File: config.mk
export PLATFORM = sky130hd
export DESIGN_NAME = trap_controller_flat
export DESIGN_NICKNAME = d
export VERILOG_FILES = /design/src/rtl/trap_controller_pkg.sv /design/src/rtl/trap_controller_if.sv /design/src/rtl/trap_controller_prio.sv /design/src/rtl/trap_controller.sv /design/src/flat_wrapper.sv
export SDC_FILE = /design/constraint.sdc
export NUM_CORES = 1
export LEC_CHECK = 0
export CAP_MARGIN = 10
export CORE_MARGIN = 8
export CORE_UTILIZATION = 44
export CTS_CLUSTER_DIAMETER = 60
export DETAILED_ROUTE_END_ITERATION = 12
export PLACE_DENSITY = 0.84
export RECOVER_POWER = 50
export REMOVE_ABC_BUFFERS = 1
export SYNTH_ARGS = -nofsm -noshare
export SYNTH_HDL_FRONTEND = slang
export SYNTH_HIERARCHICAL = 1
export SYNTH_SLANG_ARGS = --single-unit
File: constraint.sdc
create_clock -name clk_i -period 5.9 [get_ports clk_i]
set_clock_uncertainty 0.2 [all_clocks]
set_input_delay 0.59 -clock clk_i [delete_from_list [all_inputs] [get_ports clk_i]]
set_output_delay 0.59 -clock clk_i [all_outputs]
set_load 0.02 [all_outputs]
File: src/rtl/trap_controller_pkg.sv
// Shared types and constants for the trap controller.
package trap_pkg;

    typedef enum logic [1:0] {
        IDLE,
        ENTER,
        HANDLER,
        FATAL
    } state_e;

    localparam logic [31:0] CAUSE_ILLEGAL     = 32'h0000_0002;
    localparam logic [31:0] IRQ_CAUSE_BASE    = 32'h8000_0010;
    localparam int          DEFAULT_MAX_DEPTH = 3;

endpackage

File: src/rtl/trap_controller_if.sv
// Decoder/CSR-side requests in, trap/return controls out.
interface trap_controller_if #(
    parameter int IRQ_NUM = 16
);
    logic               illegal_instr_i;
    logic               mret_i;
    logic               stall_i;
    logic [IRQ_NUM-1:0] irq_req_i;
    logic [IRQ_NUM-1:0] mie_i;
    logic               trap_o;
    logic [31:0]        mcause_o;
    logic [IRQ_NUM-1:0] irq_ack_o;
    logic               irq_ret_o;
    logic               in_handler_o;
    logic               fatal_o;

    modport slave (
        input  illegal_instr_i, mret_i, stall_i, irq_req_i, mie_i,
        output trap_o, mcause_o, irq_ack_o, irq_ret_o, in_handler_o, fatal_o
    );

    modport master (
        output illegal_instr_i, mret_i, stall_i, irq_req_i, mie_i,
        input  trap_o, mcause_o, irq_ack_o, irq_ret_o, in_handler_o, fatal_o
    );
endinterface

File: src/rtl/trap_controller_prio.sv
// Lowest-index-wins selector over the masked interrupt vector.
module irq_priority_encoder #(
    parameter int N   = 16,
    parameter int IDW = 4
) (
    input  logic [N-1:0]   req_i,
    output logic           valid_o,
    output logic [IDW-1:0] id_o,
    output logic [N-1:0]   onehot_o
);
    // Scan downward so the last hit, the lowest index, wins.
    always_comb begin
        valid_o  = 1'b0;
        id_o     = '0;
        onehot_o = '0;
        for (int i = N - 1; i >= 0; i--) begin
            if (req_i[i]) begin
                valid_o     = 1'b1;
                id_o        = IDW'(i);
                onehot_o    = '0;
                onehot_o[i] = 1'b1;
            end
        end
    end
endmodule

File: src/rtl/trap_controller.sv
// Trap/interrupt entry FSM with bounded nesting depth and sticky overflow.
module trap_controller
    import trap_pkg::*;
#(
    parameter int IRQ_NUM   = 16,
    parameter int MAX_DEPTH = DEFAULT_MAX_DEPTH
) (
    input  logic              clk_i,
    input  logic              rst_i,
    trap_controller_if.slave  bus
);
    localparam int DW  = $clog2(MAX_DEPTH + 1);
    localparam int IDW = (IRQ_NUM > 1) ? $clog2(IRQ_NUM) : 1;

    state_e             state_q, state_d;
    logic [DW-1:0]      depth_q, depth_d;
    logic               trap_q, trap_d;
    logic [31:0]        mcause_q, mcause_d;
    logic [IRQ_NUM-1:0] ack_q, ack_d;
    logic               ret_q, ret_d;
    logic               fatal_q, fatal_d;
    logic               in_handler_q;

    logic               pe_valid;
    logic [IDW-1:0]     pe_id;
    logic [IRQ_NUM-1:0] pe_onehot;

    irq_priority_encoder #(.N(IRQ_NUM), .IDW(IDW)) u_prio (
        .req_i    (bus.irq_req_i & bus.mie_i),
        .valid_o  (pe_valid),
        .id_o     (pe_id),
        .onehot_o (pe_onehot)
    );

    always_comb begin
        state_d  = state_q;
        depth_d  = depth_q;
        trap_d   = 1'b0;
        mcause_d = mcause_q;
        ack_d    = '0;
        ret_d    = 1'b0;
        fatal_d  = fatal_q;
        case (state_q)
            IDLE: if (!bus.stall_i) begin
                if (bus.illegal_instr_i) begin
                    state_d  = ENTER;
                    trap_d   = 1'b1;
                    mcause_d = CAUSE_ILLEGAL;
                    depth_d  = depth_q + DW'(1);
                end else if (pe_valid) begin
                    state_d  = ENTER;
                    trap_d   = 1'b1;
                    mcause_d = IRQ_CAUSE_BASE + 32'(pe_id);
                    ack_d    = pe_onehot;
                    depth_d  = depth_q + DW'(1);
                end else if (bus.mret_i) begin
                    ret_d = 1'b1;
                end
            end
            ENTER: state_d = HANDLER;
            // Interrupts are deliberately not looked at here: no interrupt nesting.
            HANDLER: if (!bus.stall_i) begin
                if (bus.illegal_instr_i) begin
                    if (depth_q < DW'(MAX_DEPTH)) begin
                        state_d  = ENTER;
                        trap_d   = 1'b1;
                        mcause_d = CAUSE_ILLEGAL;
                        depth_d  = depth_q + DW'(1);
                    end else begin
                        state_d = FATAL;
                        fatal_d = 1'b1;
                    end
                end else if (bus.mret_i) begin
                    ret_d   = 1'b1;
                    depth_d = (depth_q != '0) ? depth_q - DW'(1) : '0;
                    if (depth_q <= DW'(1)) state_d = IDLE;
                end
            end
            FATAL: ;
            default: state_d = IDLE;
        endcase
    end

    always_ff @(posedge clk_i) begin
        if (rst_i) begin
            state_q      <= IDLE;
            depth_q      <= '0;
            trap_q       <= 1'b0;
            mcause_q     <= '0;
            ack_q        <= '0;
            ret_q        <= 1'b0;
            fatal_q      <= 1'b0;
            in_handler_q <= 1'b0;
        end else begin
            state_q      <= state_d;
            depth_q      <= depth_d;
            trap_q       <= trap_d;
            mcause_q     <= mcause_d;
            ack_q        <= ack_d;
            ret_q        <= ret_d;
            fatal_q      <= fatal_d;
            in_handler_q <= (depth_d != '0);
        end
    end

    assign bus.trap_o       = trap_q;
    assign bus.mcause_o     = mcause_q;
    assign bus.irq_ack_o    = ack_q;
    assign bus.irq_ret_o    = ret_q;
    assign bus.in_handler_o = in_handler_q;
    assign bus.fatal_o      = fatal_q;
endmodule

File: src/flat_wrapper.sv
// flat-port wrapper written by rule: the top's interface ports become plain ports
module trap_controller_flat import trap_pkg::*;
#(
    parameter int IRQ_NUM   = 16,
    parameter int MAX_DEPTH = DEFAULT_MAX_DEPTH
)
  (clk_i, rst_i, bus_illegal_instr_i, bus_mret_i, bus_stall_i, bus_irq_req_i, bus_mie_i, bus_trap_o, bus_mcause_o, bus_irq_ack_o, bus_irq_ret_o, bus_in_handler_o, bus_fatal_o);
  trap_controller_if #(.IRQ_NUM(IRQ_NUM)) bus_i ();
  input  logic clk_i;
  input  logic rst_i;
  input wire logic [$bits(bus_i.illegal_instr_i)-1:0] bus_illegal_instr_i;
  input wire logic [$bits(bus_i.mret_i)-1:0] bus_mret_i;
  input wire logic [$bits(bus_i.stall_i)-1:0] bus_stall_i;
  input wire logic [$bits(bus_i.irq_req_i)-1:0] bus_irq_req_i;
  input wire logic [$bits(bus_i.mie_i)-1:0] bus_mie_i;
  output wire logic [$bits(bus_i.trap_o)-1:0] bus_trap_o;
  output wire logic [$bits(bus_i.mcause_o)-1:0] bus_mcause_o;
  output wire logic [$bits(bus_i.irq_ack_o)-1:0] bus_irq_ack_o;
  output wire logic [$bits(bus_i.irq_ret_o)-1:0] bus_irq_ret_o;
  output wire logic [$bits(bus_i.in_handler_o)-1:0] bus_in_handler_o;
  output wire logic [$bits(bus_i.fatal_o)-1:0] bus_fatal_o;
  assign bus_i.illegal_instr_i = bus_illegal_instr_i;
  assign bus_i.mret_i = bus_mret_i;
  assign bus_i.stall_i = bus_stall_i;
  assign bus_i.irq_req_i = bus_irq_req_i;
  assign bus_i.mie_i = bus_mie_i;
  assign bus_trap_o = bus_i.trap_o;
  assign bus_mcause_o = bus_i.mcause_o;
  assign bus_irq_ack_o = bus_i.irq_ack_o;
  assign bus_irq_ret_o = bus_i.irq_ret_o;
  assign bus_in_handler_o = bus_i.in_handler_o;
  assign bus_fatal_o = bus_i.fatal_o;
  trap_controller #(.IRQ_NUM(IRQ_NUM), .MAX_DEPTH(MAX_DEPTH)) u_core (.clk_i(clk_i), .rst_i(rst_i), .bus(bus_i));
endmodule
==> Yosys cells after proc, flatten, opt, wreduce, memory -nomap -nowiden <==
Cells that the tools add are included.
{ "totals": {"ff_bits": 56, "in_bits": 37, "output_inout_bits": 52, "elab_cells": 153} }
{ "op_classes": {"addsub": 3, "n_lt_le_gt_ge": 2, "n_eq_ne": 9, "muxes": 87, "bitwise": 5, "n_reduce_logical": 24} }
{ "ops": {"columns": ["op", "count"], "rows": [
  ["2-to-1 mux 32 bit", 6],
  ["2-to-1 mux 4 bit", 17],
  ["one-hot mux 32 bit (2 select lines)", 1],
  ["2-to-1 mux 2 bit", 17],
  ["adder 32 x 4 -> 32 bit, first input constant", 1],
  ["2-to-1 mux 1 bit", 29],
  ["OR reduction 20 bit", 1],
  ["OR reduction 19 bit", 1],
  ["OR reduction 18 bit", 1],
  ["OR reduction 17 bit", 1],
  ["AND 16 bit", 1],
  ["2-to-1 mux 16 bit", 1],
  ["OR reduction 16 bit", 1],
  ["2-to-1 mux 15 bit", 1],
  ["OR reduction 15 bit", 1],
  ["2-to-1 mux 14 bit", 1],
  ["OR reduction 14 bit", 1],
  ["2-to-1 mux 13 bit", 1],
  ["OR reduction 13 bit", 1],
  ["2-to-1 mux 12 bit", 1],
  ["AND reduction 6 bit", 2],
  ["OR reduction 12 bit", 1],
  ["2-to-1 mux 11 bit", 1],
  ["OR reduction 11 bit", 1],
  ["other kinds (31)", 40]
]} }

==> Longest topological paths before layout <==
{ "logic_depth": {"ltp_word": 22, "depth_mapped": 9, "depth_no_buf": 9} }

==> Cells and area by module <==
Netlist, hierarchy kept.
{ "by_module_without_submodules": {"columns": ["mod", "n_inst", "cells_each", "area_each_um2", "seq_area_each_um2"], "rows": [
  ["trap_controller", 1, 165, 1526.5, 580.6],
  ["irq_priority_encoder", 1, 53, 322.8, 0.0]
]} }

==> Least setup slack after synthesis <==
OpenSTA, ideal clock, no wires.
{ "synth_path": {"path_kind": "input to register", "start": "input bus_irq_req_i[3]", "end": "register u_core.state_q[1]", "setup_time_ps": 121, "arrival_time_ps": 2082, "required_ps": 5579, "setup_slack_ps": 3496, "stages": 9, "path_buffers": 0, "cell_sequence": "and2_1 > nor4_2 > nand3_1 > nor2_1 > nand2_1 > o21ba_4 > a22oi_4 > a21oi_1 > mux2i_1"} }
{ "synth_between": {"elab_chain_cells": 7} }
{ "synth_lines": {"columns": ["item", "line", "rtl"], "rows": [
  ["start, declared", "flat_wrapper.sv:14", "input wire logic [$bits(bus_i.irq_req_i)-1:0] bus_irq_req_i;"],
  ["AND 16 bit", "trap_controller.sv:29", ".req_i (bus.irq_req_i & bus.mie_i),"],
  ["2-to-1 mux 1 bit (4 in a row)", "trap_controller_prio.sv:17", "if (req_i[i]) begin"],
  ["named net u_core.pe_valid", "trap_controller.sv:24", "logic pe_valid;"],
  ["inequality test 3 x 2 -> 1 bit (no line)", null, null],
  ["AND reduction 6 bit (no line)", null, null],
  ["end signal, assigned", "trap_controller.sv:95", "state_q <= state_d;"],
  ["end, declared", "trap_controller.sv:15", "state_e state_q, state_d;"]
]} }
The timed path passes the listed nets, and every way through them passes these cells.
A chain may end at the register's enable or synchronous reset.

==> Worst setup path in the final report <==
{ "layout_path": {"start": "input bus_irq_req_i[3]", "end": "register u_core.in_handler_q, in the netlist u_core/bus.in_handler_o"} }
{ "layout_between": {"elab_chain_cells": 10} }
{ "layout_lines": {"columns": ["item", "line", "rtl"], "rows": [
  ["AND 16 bit", "trap_controller.sv:29", null],
  ["2-to-1 mux 1 bit (4 in a row)", "trap_controller_prio.sv:17", null],
  ["named net u_core.pe_valid", "trap_controller.sv:24", null],
  ["2-to-1 mux 2 bit", "trap_controller.sv:50", "end else if (pe_valid) begin"],
  ["2-to-1 mux 2 bit", "trap_controller.sv:45", "if (bus.illegal_instr_i) begin"],
  ["2-to-1 mux 2 bit", "trap_controller.sv:44", "IDLE: if (!bus.stall_i) begin"],
  ["one-hot mux 2 bit (2 select lines)", "trap_controller.sv:43", "case (state_q)"],
  ["nonzero test 2 bit", "trap_controller.sv:102", "in_handler_q <= (depth_d != '0);"],
  ["end signal, assigned", "trap_controller.sv:102", null],
  ["end, declared", "trap_controller.sv:22", "logic in_handler_q;"]
]} }
The timed path passes the listed nets, and every way through them passes these cells.

==> out/summary.md <==
After synthesis the cells add up to 0.00185 mm². The worst setup path is of the input port to flop kind. After synthesis, the cell types taking the most area are dfxtp_1 31%, buf_4 12%, and2_1 11%, ha_1 4.7%, nor2_1 2.8%.

The total of buffers placed on input and output ports is 62. Synthesis handed over a netlist of 218 instances. The count of nets left with antenna violations once routing finished came out at 0. The total overflow reported by the global router was 0; the switching component of the power was 151 µW. Total number of H-tree levels: 2. By area, the combinational part of the netlist is dominated by simple AND/OR/NAND/NOR gates. The number of hold buffers added after CTS was 0. The layout overhead on the synthesized area came out at 33.2%.

The total negative slack came out at 0 ns. In this run the count of I/O pins placed on the die edge is 89. The ratio of cells with drive above 1 in the final layout is 0.0789, and the starting density of the core is 0.459. The tools report the kind of start point of the critical path as an input port. The number of max-slew violations in the final report is 0. Counting flops and latches in the post-synthesis netlist gives 29. TritonCTS built the clock tree.

The relative slew slack was 0.663; the fraction of the mapped netlist area in compound gates was 0.162. In this run, post-CTS repair resized a total of 0 instances. Buffers inserted during clock tree synthesis total 5. The tools report the HPWL reported at the end of detailed placement as 3.70 mm.

For this block, the initial DRC count from the detailed router was 110. The flow ran to the end, and the final reports show no timing, DRC or antenna violations. The library cell used most frequently in the layout, excluding fill and tap cells, is clkdlybuf4s50_1. The worst hold path stage count works out to 1. The routed design could run at a clock period as short as 2.74 ns. The startpoint identified for the worst register-to-register timing path is u_core/state_q[0]. The endpoint with the worst hold slack is u_core/bus.mcause_o[3]. The tools report the setup violation total in the final timing report as 0. The parity-gate share of the synthesized area counting xor and xnor cells was 0; the maximum root-to-sink buffer count was 2. The die footprint is 0.00653 mm².

The first global-routing pass estimated 7.39 mm of wire. The run gives 0.257 as the fraction of power consumed by combinational cells. The startpoint identified for the worst hold timing path is u_core/bus.mcause_o[3]. The internal power of the cells totals 353 µW. 0 antenna diodes ended up in the layout. Number of placed instances, taps included: 322. The distinct cell type count after synthesis came out at 51. The synthesis warning total was 6; the post-synthesis share of cell area spent on full adders, half adders and majority gates was 0.0474.

Max-cap violations in this run came to 0. In this run the worst path has a maximum fanout of 5. The post-synthesis sequential area ratio is 0.314. The share of synthesized registers carrying an async set or reset works out to 0. The worst supply voltage drop on vdd was 0.0947 mV.

For the required time of the critical path, the log shows 5.92 ns. The worst hold path class is flop to flop. Summed over all instances, the cell type with the most area after synthesis is dfxtp_1. The run gives 0 as the buffer count from post-CTS setup fixing.

The number of global-route vias before repair is 1613. The fraction of post-synthesis cell area in the top cell type by area was 0.314. Summed over all cells, the static leakage comes to 1.09 nW.

Routed via count: 1595. The library cells used most frequently in the layout, excluding fill and tap cells, are 35 x clkdlybuf4s50_1, 33 x and2_1, 29 x dfxtp_1, 27 x dlygate4sd3_1, 26 x conb_1. In this run the horizontal extent of the chip is 80.8 µm. For the pin with the worst max-slew slack, the measured transition is 0.504 ns.

Entering global routing, the biggest net connects 17 pins. The endpoint identified for the worst register-to-register timing path is u_core/bus.mcause_o[2]. The design draws 504 µW. The height of the die came out at 80.8 µm. The tools report the sequential cell fraction of total power as 0.414. In this run the power density over the cells is 205 mW/mm². The fraction of synthesized area in multiplexers was 0.00541; the clock latency reported for the late side of the worst-skew pair was 0.28 ns. The logs give 0 for the number of antenna violations at the first check in global routing and 4.57 mm for the final routed wirelength across all metal layers. The part of the cycle the worst path needs is 0.464, and the number of sinks driven by the clock tree is 29. For this run, the detailed router's first-pass iteration total came to 4. Counting flops with a built-in enable in the synthesized netlist gives 0. In the routed design, unresolved DRC markers number 0. The logs give 0 for the final hold violation count and 23 for the total number of placement rows. Overall routing resource usage: 0.141. Dividing the detail-routed wire length by the instance count gives 13.9 µm. The worst setup path is captured at a flop. After clock tree synthesis, the clock-pin slew on the worst setup and hold paths is 0.06 ns.

In this run the clock root is driven by a clkbuf_8. The worst-case register-to-register setup slack was 4.11 ns. The final-stage net count is 323, and the count of cells along the worst register-to-register path is 6.

The clock share of power was 0.329; the average size of a mapped cell was 8.48 µm². Switching power as a share of total power: 0.300. Simple-gate area share of the yosys netlist: 0.308.

The maximum clock rate came out at 0.365 GHz. The primary flip-flop cell chosen by synthesis mapping was dfxtp_1. Setup repair after global routing left no endpoint under its margin. The congestion estimate from routability-driven global placement came to 0.844.

For the placeable core region, the log shows 0.00403 mm². Using the TritonRoute via totals, the vias-per-cell ratio works out to 4.85. The data arrival time of the worst path was 2.75 ns; the non-filler instance count after layout was 329. Share of the core filled with cells: 0.611.
==> worst max-delay path, stage by stage <==
cell and delay (ns):
clkdlybuf4s50_1 0.39, and2_1 0.21, nor4_2 0.34, nand3_1 0.20
nor2_1 0.15, nand2_1 0.16, o21bai_2 0.21, o21ai_1 0.08
a211o_1 0.31, nand4_1 0.10
==> power by group through the flow <==
stage / Combinational [mW] / Clock (mW) / Sequential, mW
3_3_place_gp: 0.128 / 0 / 0.213
6_report: 0.130 / 0.166 / 0.209
5_1_grt: 0.143 / 0.178 / 0.209
2_1_floorplan: 0.0739 / 0 / 0.219
3_5_place_dp: 0.130 / 0 / 0.213
4_1_cts: 0.131 / 0.173 / 0.209
==> layer usage <==
| metal | track usage | wire, µm | vias up |
|---|---|---|---|
| met5 | 0 | 0 | - |
| met4 | 0.0571 | 46 | 0 |
| met3 | 0.0453 | 379 | 4 |
| met2 | 0.232 | 2140 | 74 |
| met1 | 0.168 | 2000 | 703 |
| li1 | - | - | 814 |
==> flip-flops by register name (all words and copies together) (netlist names) <==
register / flops
u_core/bus.fatal_o: 1
u_core/bus.in_handler_o: 1
u_core/bus.irq_ack_o: 16
u_core/bus.irq_ret_o: 1
u_core/bus.mcause_o: 5
u_core/bus.trap_o: 1
u_core/depth_q: 2
u_core/state_q: 2
==> Yosys cell counts (all sizes together), types with 5 or more instances <==
cell type  count
a21oi          8
and2          35
buf           33
dfxtp         29
ha             7
inv           13
nand2         11
nor2          15
nor3           7
nor4           5
o21ai          6
==> cell families (layout without fill, tap and decap cells) <==
group                      count (synthesis)  in the layout
adders and majority gates                  7              7
other                                      1             26
muxes                                      1              1
AOI/OAI and AO/OA                         39             39
and+or+nand+nor                           95             95
DFF                                       29             29
buffers and inverters                     46             82
==> worst max path at each step <==
stage / startpoint / endpoint / slack, ns / cells past startpoint
2_1_floorplan: bus_irq_req_i[3] / u_core/state_q[1] / 3.50 / 9
3_3_place_gp: bus_irq_req_i[3] / u_core/bus.mcause_o[3] / 2.91 / 10
3_5_place_dp: bus_irq_req_i[3] / u_core/bus.mcause_o[2] / 2.87 / 10
4_1_cts: bus_irq_req_i[3] / u_core/bus.mcause_o[2] / 3.17 / 10
5_1_grt: bus_irq_req_i[3] / u_core/bus.mcause_o[2] / 2.87 / 10
6_report: bus_irq_req_i[3] / u_core/bus.in_handler_o / 3.16 / 10
==> layout make-up <==
| type | instances | area [µm²] |
|---|---|---|
| tap | 50 | 62.6 |
| multi-input combinational | 168 | 1060 |
| inverter | 13 | 48.8 |
| sequential | 29 | 581 |
| timing repair buffer | 62 | 621 |
| clock buffer | 7 | 86.3 |
| fill | 370 | 1570 |
==> through the flow <==
stage          setup WS (ns)  area [µm²]  hold WS [ns]
5_1_grt                 2.87        2460         0.302
3_3_place_gp            2.91        2380         0.258
6_report                3.16        2460         0.283
3_5_place_dp            2.87        2380         0.264
4_1_cts                 3.17        2460         0.289
2_1_floorplan           3.50        1690         0.251
Power figures use the tool's default switching activity.
